`src/rtl/pe_result_dispatch_pkg.sv`:
```
// Shared constants for the PE result dispatch stage: destination indices and retire accounting.
package pe_result_dispatch_pkg;

    localparam int DEST_NS  = 0;
    localparam int DEST_NB  = 1;
    localparam int DEST_PU  = 2;
    localparam int DEST_GB  = 3;
    localparam int NUM_DEST = 4;

    // A zero-mask drop and a head pop may land on the same edge.
    function automatic logic [1:0] retireCount(input logic dropRetire, input logic headRetire);
        return {1'b0, dropRetire} + {1'b0, headRetire};
    endfunction

endpackage

```
`src/rtl/dispatch_fifo.sv`:
```
// First-word-fall-through FIFO holding {eol, mask, data} entries for the dispatch stage.
module dispatch_fifo #(
    parameter int width = 37,
    parameter int depth = 2
) (
    input  logic             clk,
    input  logic             reset,
    input  logic             wrEn,
    input  logic [width-1:0] wrData,
    input  logic             rdEn,
    output logic [width-1:0] rdData,
    output logic             full,
    output logic             empty
);
    localparam int ptrLen = $clog2(depth);

    // Extra MSB on each pointer separates full from empty when the indices match.
    logic [ptrLen:0]    wrPtr;
    logic [ptrLen:0]    rdPtr;
    logic [width-1:0]   mem [depth];

    always_ff @(posedge clk) begin
        if (reset) begin
            wrPtr <= '0;
            rdPtr <= '0;
        end else begin
            if (wrEn) wrPtr <= wrPtr + (ptrLen+1)'(1);
            if (rdEn) rdPtr <= rdPtr + (ptrLen+1)'(1);
        end
    end

    always_ff @(posedge clk) begin
        if (wrEn) mem[wrPtr[ptrLen-1:0]] <= wrData;
    end

    assign rdData = mem[rdPtr[ptrLen-1:0]];
    assign empty  = (wrPtr == rdPtr);
    assign full   = (wrPtr[ptrLen] != rdPtr[ptrLen]) &&
                    (wrPtr[ptrLen-1:0] == rdPtr[ptrLen-1:0]);

endmodule

```
`src/rtl/pe_result_dispatch.sv`:
```
// Buffers completed PE results and delivers each to every selected consumer by valid/ready.
// Handshake: a destination transfer happens on any edge where dest_v[i] and dest_rdy[i] are both high.
module pe_result_dispatch
    import pe_result_dispatch_pkg::*;
#(
    parameter int dataLen = 32,
    parameter int numDest = NUM_DEST,
    parameter int depth   = 2,
    parameter int cntLen  = 16
) (
    input  logic               clk,
    input  logic               reset,
    input  logic [dataLen-1:0] result_in,
    input  logic               result_v,
    input  logic               eol_in,
    input  logic [numDest-1:0] dest_mask,
    output logic               ready_in,
    output logic [dataLen-1:0] data_out,
    output logic [numDest-1:0] dest_v,
    input  logic [numDest-1:0] dest_rdy,
    output logic               eol_out,
    output logic [cntLen-1:0]  retired_cnt
);
    localparam int entryLen = dataLen + numDest + 1;

    logic                accept;
    logic                dropZero;
    logic                push;
    logic                pop;
    logic                full;
    logic                empty;
    logic                headValid;
    logic [entryLen-1:0] headEntry;
    logic [dataLen-1:0]  headData;
    logic [numDest-1:0]  headMask;
    logic                headEol;
    logic [numDest-1:0]  doneMask;
    logic [numDest-1:0]  pending;
    logic [numDest-1:0]  handshake;

    assign ready_in = !reset && !full;
    assign accept   = result_v && ready_in;
    assign dropZero = accept && (dest_mask == '0);
    assign push     = accept && (dest_mask != '0);

    dispatch_fifo #(
        .width (entryLen),
        .depth (depth)
    ) u_fifo (
        .clk    (clk),
        .reset  (reset),
        .wrEn   (push),
        .wrData ({eol_in, dest_mask, result_in}),
        .rdEn   (pop),
        .rdData (headEntry),
        .full   (full),
        .empty  (empty)
    );

    assign headValid = !empty;
    assign {headEol, headMask, headData} = headEntry;

    // Tracking completed destinations (rather than remaining ones) lets a fresh head
    // present its full mask without copying it out of the FIFO.
    assign pending   = headMask & ~doneMask;
    assign dest_v    = headValid ? pending : '0;
    assign data_out  = headValid ? headData : '0;
    assign handshake = dest_v & dest_rdy;
    assign pop       = headValid && ((pending & ~dest_rdy) == '0);

    always_ff @(posedge clk) begin
        if (reset) begin
            doneMask    <= '0;
            eol_out     <= 1'b0;
            retired_cnt <= '0;
        end else begin
            doneMask    <= pop ? '0 : (doneMask | handshake);
            eol_out     <= (dropZero && eol_in) || (pop && headEol);
            retired_cnt <= retired_cnt + cntLen'(retireCount(dropZero, pop));
        end
    end

endmodule

```
`config.mk`:
```
export PLATFORM = sky130hd
export DESIGN_NAME = pe_result_dispatch
export DESIGN_NICKNAME = d
export VERILOG_FILES = /design/src/rtl/pe_result_dispatch_pkg.sv /design/src/rtl/dispatch_fifo.sv /design/src/rtl/pe_result_dispatch.sv
export SDC_FILE = /design/constraint.sdc
export NUM_CORES = 1
export LEC_CHECK = 0
export CAP_MARGIN = 20
export CORE_UTILIZATION = 49
export DETAILED_ROUTE_END_ITERATION = 10
export PLACE_DENSITY = 0.77
export SLEW_MARGIN = 15
export SYNTH_ARGS = -nofsm -noshare
export SYNTH_HDL_FRONTEND = slang
export SYNTH_SLANG_ARGS = --single-unit
export TNS_END_PERCENT = 1
```
`constraint.sdc`:
```
create_clock -name clk -period 3.95 [get_ports clk]
set_input_delay 1.185 -clock clk [delete_from_list [all_inputs] [get_ports clk]]
set_output_delay 1.185 -clock clk [all_outputs]
set_load 0.005 [all_outputs]
```
* Word level (Yosys, flattened, before mapping)
Memories as Yosys holds them, arrays and structs flattened. A register that Yosys moved wholly into a read port is not among the register bits.
Index checks and enable logic that the tools add are counted.
** Word-level totals
- Memories kept :: 1
- Bits in registers :: 25
- Output and inout bits :: 54
- Word-level logic and storage cells :: 41
- Bits in writable memories :: 74
- Input bits :: 44
** Memory list
- u_fifo.mem :: depth 2, width 37, read ports 1, clocked after memory_dff 1, wr ports 1, RTL line dispatch_fifo.sv:20 : logic [width-1:0] mem [depth];
** Operators by class
- Bitwise operators :: 6
- Mux-type cells :: 6
- Reduce and logical (&&, ||, !) cells :: 16
- Add/sub/neg operators :: 4
- Equality and inequality tests :: 3
** Operator list (count)
- two-way mux 32 bit :: 1
- adder 16 x 2 -> 16 bit :: 1
- AND 4 bit :: 3
- logical AND 1 bit :: 8
- logical NOT 4 bit :: 2
- NOT 4 bit :: 2
- adder 2 x 1 -> 2 bit, second input constant :: 2
- two-way mux 1 bit :: 4
- two-way mux 4 bit :: 1
- OR 4 bit :: 1
- nonzero test 4 bit :: 1
- logical NOT 1 bit :: 3
- adder 1 x 1 -> 2 bit :: 1
- == test 2 bit :: 1
- OR reduction 2 bit :: 1
- == test 1 bit :: 1
- logical OR 1 bit :: 1
- inequality test 1 bit :: 1

* Depth between registers and ports, before layout
- Depth in word-level cells :: 8
- Gate-level depth with buffers :: 10
- Gate-level depth less buffers :: 9

* Modules after synthesis
From an unflattened synthesis, not the netlist that was laid out.
** Second synthesis, totals
- Cell total of the unflattened synthesis :: 289
- Area total of the unflattened synthesis :: 4306.6 um^2
** By module, submodules not included
- dispatch_fifo :: cells each 137, sequential area each 2322.2 um^2, times used 1, area each 3035.4 um^2
- pe_result_dispatch :: cells each 152, sequential area each 420.4 um^2, times used 1, area each 1271.2 um^2

* Worst setup path before layout
Ideal clock, no wire load.
- Path type :: input to register
- From :: in dest_mask[0]
- To :: mem u_fifo.mem[0][0], enable pin
- Cell stages on the path :: 3
- Data required time :: 3517 ps
- Library setup time :: 433 ps
- Data arrival time :: 3266 ps
- Buffers on the path :: 0
- Slack :: 251 ps
- Cell sequence :: nor4_1 a2111o_1 nor2_1
** Between the ends
- Word-level cells in the longest chain between the ends :: 4
** Ends and longest elaborated chain
- start, declared :: RTL line pe_result_dispatch.sv:16 : input logic [numDest-1:0] dest_mask,
- nonzero test 4 bit :: RTL line pe_result_dispatch.sv:44 : assign push = accept && (dest_mask != '0);
- logical AND 1 bit :: RTL line pe_result_dispatch.sv:44
- two-way mux 1 bit :: RTL line dispatch_fifo.sv:33 : if (wrEn) mem[wrPtr[ptrLen-1:0]] <= wrData;
- two-way mux 1 bit (not written as such) :: RTL line dispatch_fifo.sv:33
- end, declared :: RTL line dispatch_fifo.sv:20
No other way between the ends.

* Final worst setup path
- From :: reg u_fifo.wrPtr[0]
- To :: out dest_v[2]
** Between the ends
- Word-level cells in the longest chain between the ends :: 2
** Ends and longest elaborated chain
- start, declared :: RTL line dispatch_fifo.sv:18 : logic [ptrLen:0] wrPtr;
- start signal, assigned :: RTL line dispatch_fifo.sv:27 : if (wrEn) wrPtr <= wrPtr + (ptrLen+1)'(1);
- == test 2 bit :: RTL line dispatch_fifo.sv:37 : assign empty = (wrPtr == rdPtr);
- two-way mux 4 bit :: RTL line pe_result_dispatch.sv:66 : assign dest_v = headValid ? pending : '0;
- end, declared :: RTL line pe_result_dispatch.sv:19 : output logic [numDest-1:0] dest_v,
No other way between the ends.

==> results.toml <==
[layout]
post_route_cells_drive_above_1_share_pct = 8.10
post_layout_net_count = 436
antenna_cells = 0
mostFrequentLayoutCells = "97 x clkdlybuf4s50_1, 74 x edfxtp_1, 46 x nor2_1, 37 x mux2i_1, 25 x dfxtp_1"
area_delta_synth_final_pct = 33.6
layoutNonFillerInstCount = 497
mostFrequentLayoutCell = "clkdlybuf4s50_1"

[yosys]
register_area_share_after_synthesis_pct = 69.7
synth-edff-count = 74
synth_seq_cells = 100
yosysTopAreaCell = "edfxtp_1"
synth_compound_gate_area_share_pct = 3.78
synthSimpleGateAreaFrac_pct = 11.2
ys_dominant_reg_cell = "edfxtp_1"
syn_area_cell_um2 = 13.8
postSynthNetCount = 331
synth.mux.area_fraction_pct = 10.3
synthXorXnorAreaFrac_pct = 2.89
synth_top_family_by_area = "simple AND/OR/NAND/NOR gates"
ys_async_sr_fraction_pct = 0
synthesis.yosys.warnings = 0
synthCells = 285
synth.distinct_cells = 35
synthDominantCellAreaShare_pct = 56.4
synthesis.area_um2 = 3940
adder_cell_share_of_the_synthesized_area_pct = 0.826
synth_top_cells_by_area = "edfxtp_1 56%, dfxtp_1 13%, mux2i_1 9.4%"

[drt]
route.met3.wl_um = 431
dr_wl_met2_um = 3680
final_antenna_violating_net_count = 0
routed_wire_length_per_instance_um = 15.1
detail_route.wirelength.met1_um = 3320
drt_first_pass_iters = 5
detail_route.vias_per_cell = 5.13
top_layer_used = "met4"
first_iter_violations = 137
vias = 2551
drcViolationCount = 0
route.final.wire_length_um = 7510

[critical_path]
arrival_ns = 2.50
critPathMaxFanout = 19
worst_ep_required_time_ns = 2.76
timing.critical_path.from_type = "register"
crit_path_end_kind = "output port"
critical_path_class = "register to output port"

[cts]
setup_repair_bufs_after_cts = 0
cts_resized = 0
tritoncts_num_sinks = 100
cts_h_tree_depth = 3
clk_path_buf_depth = 2
cts_buffers = 9
clk_latency_ns = 0.35
cts_hold_repair.buffers = 0
tritoncts = "done"
cts-root-buf = "clkbuf_8"
clkTransAtPathRegs_ns = 0.09

[grt]
wire_length_of_the_first_global_routing_pass_um = 12200
grt_overflow_total = 0
initial_antenna_violation_count = 0
grt_pass1_vias = 2497
total_routing_usage_reported_by_global_routing_pct = 19.0
pin_count_of_the_biggest_net_entering_global_routing = 29

[floorplanning]
die_height_um = 91.6
die_area_um2 = 8400
floorplan.core_area_um2 = 7770
io_pins = 98
die_x_um = 91.6
floorplan.initialDensity_pct = 50.7
placementRows = 32

[power]
vdd_ir_drop_max_mv = 0.205
total_power_mw = 2.37
cellLeakagePower_nw = 1.76
power-per-cell-area_nw_per_um2 = 450

[job]
cap_viol_max_count = 0

[timing]
finalHoldViolations = 0
tightestPinTransition_ns = 0.783
post-route-min-period_ns = 3.68
rsz_0062_raised_after_global_routing = "false"
slew_viol_final = 0
tightest_slew_margin_relative_to_the_limit_pct = 47.7
fin_crit_sh_pct = 93.3
setup_ws_ns = 0.266
fin_worst_skew_ns = 0.00676
report.final.setup_viol = 0
peak_clock_frequency_supported_by_timing_mhz = 271
timing.setup.tns_ns = 0

[worst_hold_path]
holdCritPathClass = "register to register"

[status]
run_status = "completed"

[placement]
dp_hpwl_um = 5210
place_worst_setup_slack_ns = 0.192
portBuffers = 97
dpl.cell_count = 481
gpl.final_weighted_congestion = 0.873
[flip-flops by register name, summed over array words and instances (netlist names), named ones only]
signal,cells
eol_out,1
u_fifo.rdPtr,2
retired_cnt,16
u_fifo.mem,74
doneMask,4
u_fifo.wrPtr,2
[power by group]
group	leakage, nW	switching, mW	internal (mW)
clock	0.0969	0.352	0.259
combinational	0.772	0.239	0.303
sequential	0.889	0.0336	1.18
total	1.76	0.625	1.74
[through the flow]
stage                     hold WS [ns]  util (%)  instance area [µm²]
after floorplan                  0.468         -                 3940
after global placement           0.476      65.2                 5070
after detailed placement         0.481      65.2                 5070
after CTS                        0.494      67.7                 5260
after global routing             0.519      67.7                 5260
final                            0.492      67.7                 5260
[Yosys cell counts (2+ instances only)]
cell	number
buf_1	4
clkbuf_1	5
or3_1	5
o21ai_0	5
dfxtp_1	26
edfxtp_1	74
nand2_1	5
inv_1	3
mux2_2	3
nor2b_1	4
xnor2_1	4
mux2i_1	37
nand4_1	4
nor2_1	49
xor2_1	9
and4_1	2
nand3_1	4
a21oi_1	13
and2_1	3
o32ai_1	2
nor3_1	9
and3_1	2
[critical path, cell delays in order, from the launching register on]
cell and delay [ns]:
dfxtp_1 0.45, xor2_1 0.14, nor2_2 0.64, buf_4 0.37, nor3_1 0.09, clkdlybuf4s50_1 0.45
[worst paths after layout]
kind	from	depth (start not counted)	slack [ns]	end
min	retired_cnt[15]	2	0.49	retired_cnt[15]
max	u_fifo.wrPtr[0]	5	0.27	dest_v[2]
min reg2reg	retired_cnt[15]	2	0.49	retired_cnt[15]
max reg2reg	register	9	0.95	retired_cnt[10]
[layout make-up]
type / count / area, µm²
clock buffer: 10 / 138
clock inverter: 6 / 56.3
fill: 572 / 2510
inverter: 3 / 11.3
multi-input combinational: 172 / 1160
sequential: 100 / 2740
tap: 102 / 128
timing repair buffer: 104 / 1020
[per-layer routing]
metal	vias up	track usage, %
li1	1263	-
met1	1197	24.3
met2	83	31.6
met3	8	4.23
met4	0	7.67
met5	-	0
[kinds of logic after synthesis]
| group | count (synthesis) |
|---|---|
| AO/OA/AOI/OAI | 25 |
| XOR/XNOR | 13 |
| adder cells (fa/ha/maj) | 2 |
| buffers and inverters | 13 |
| flip-flops | 100 |
| multiplexers | 40 |
| AND/OR/NAND/NOR | 92 |
(Power assumes the default switching activity.)
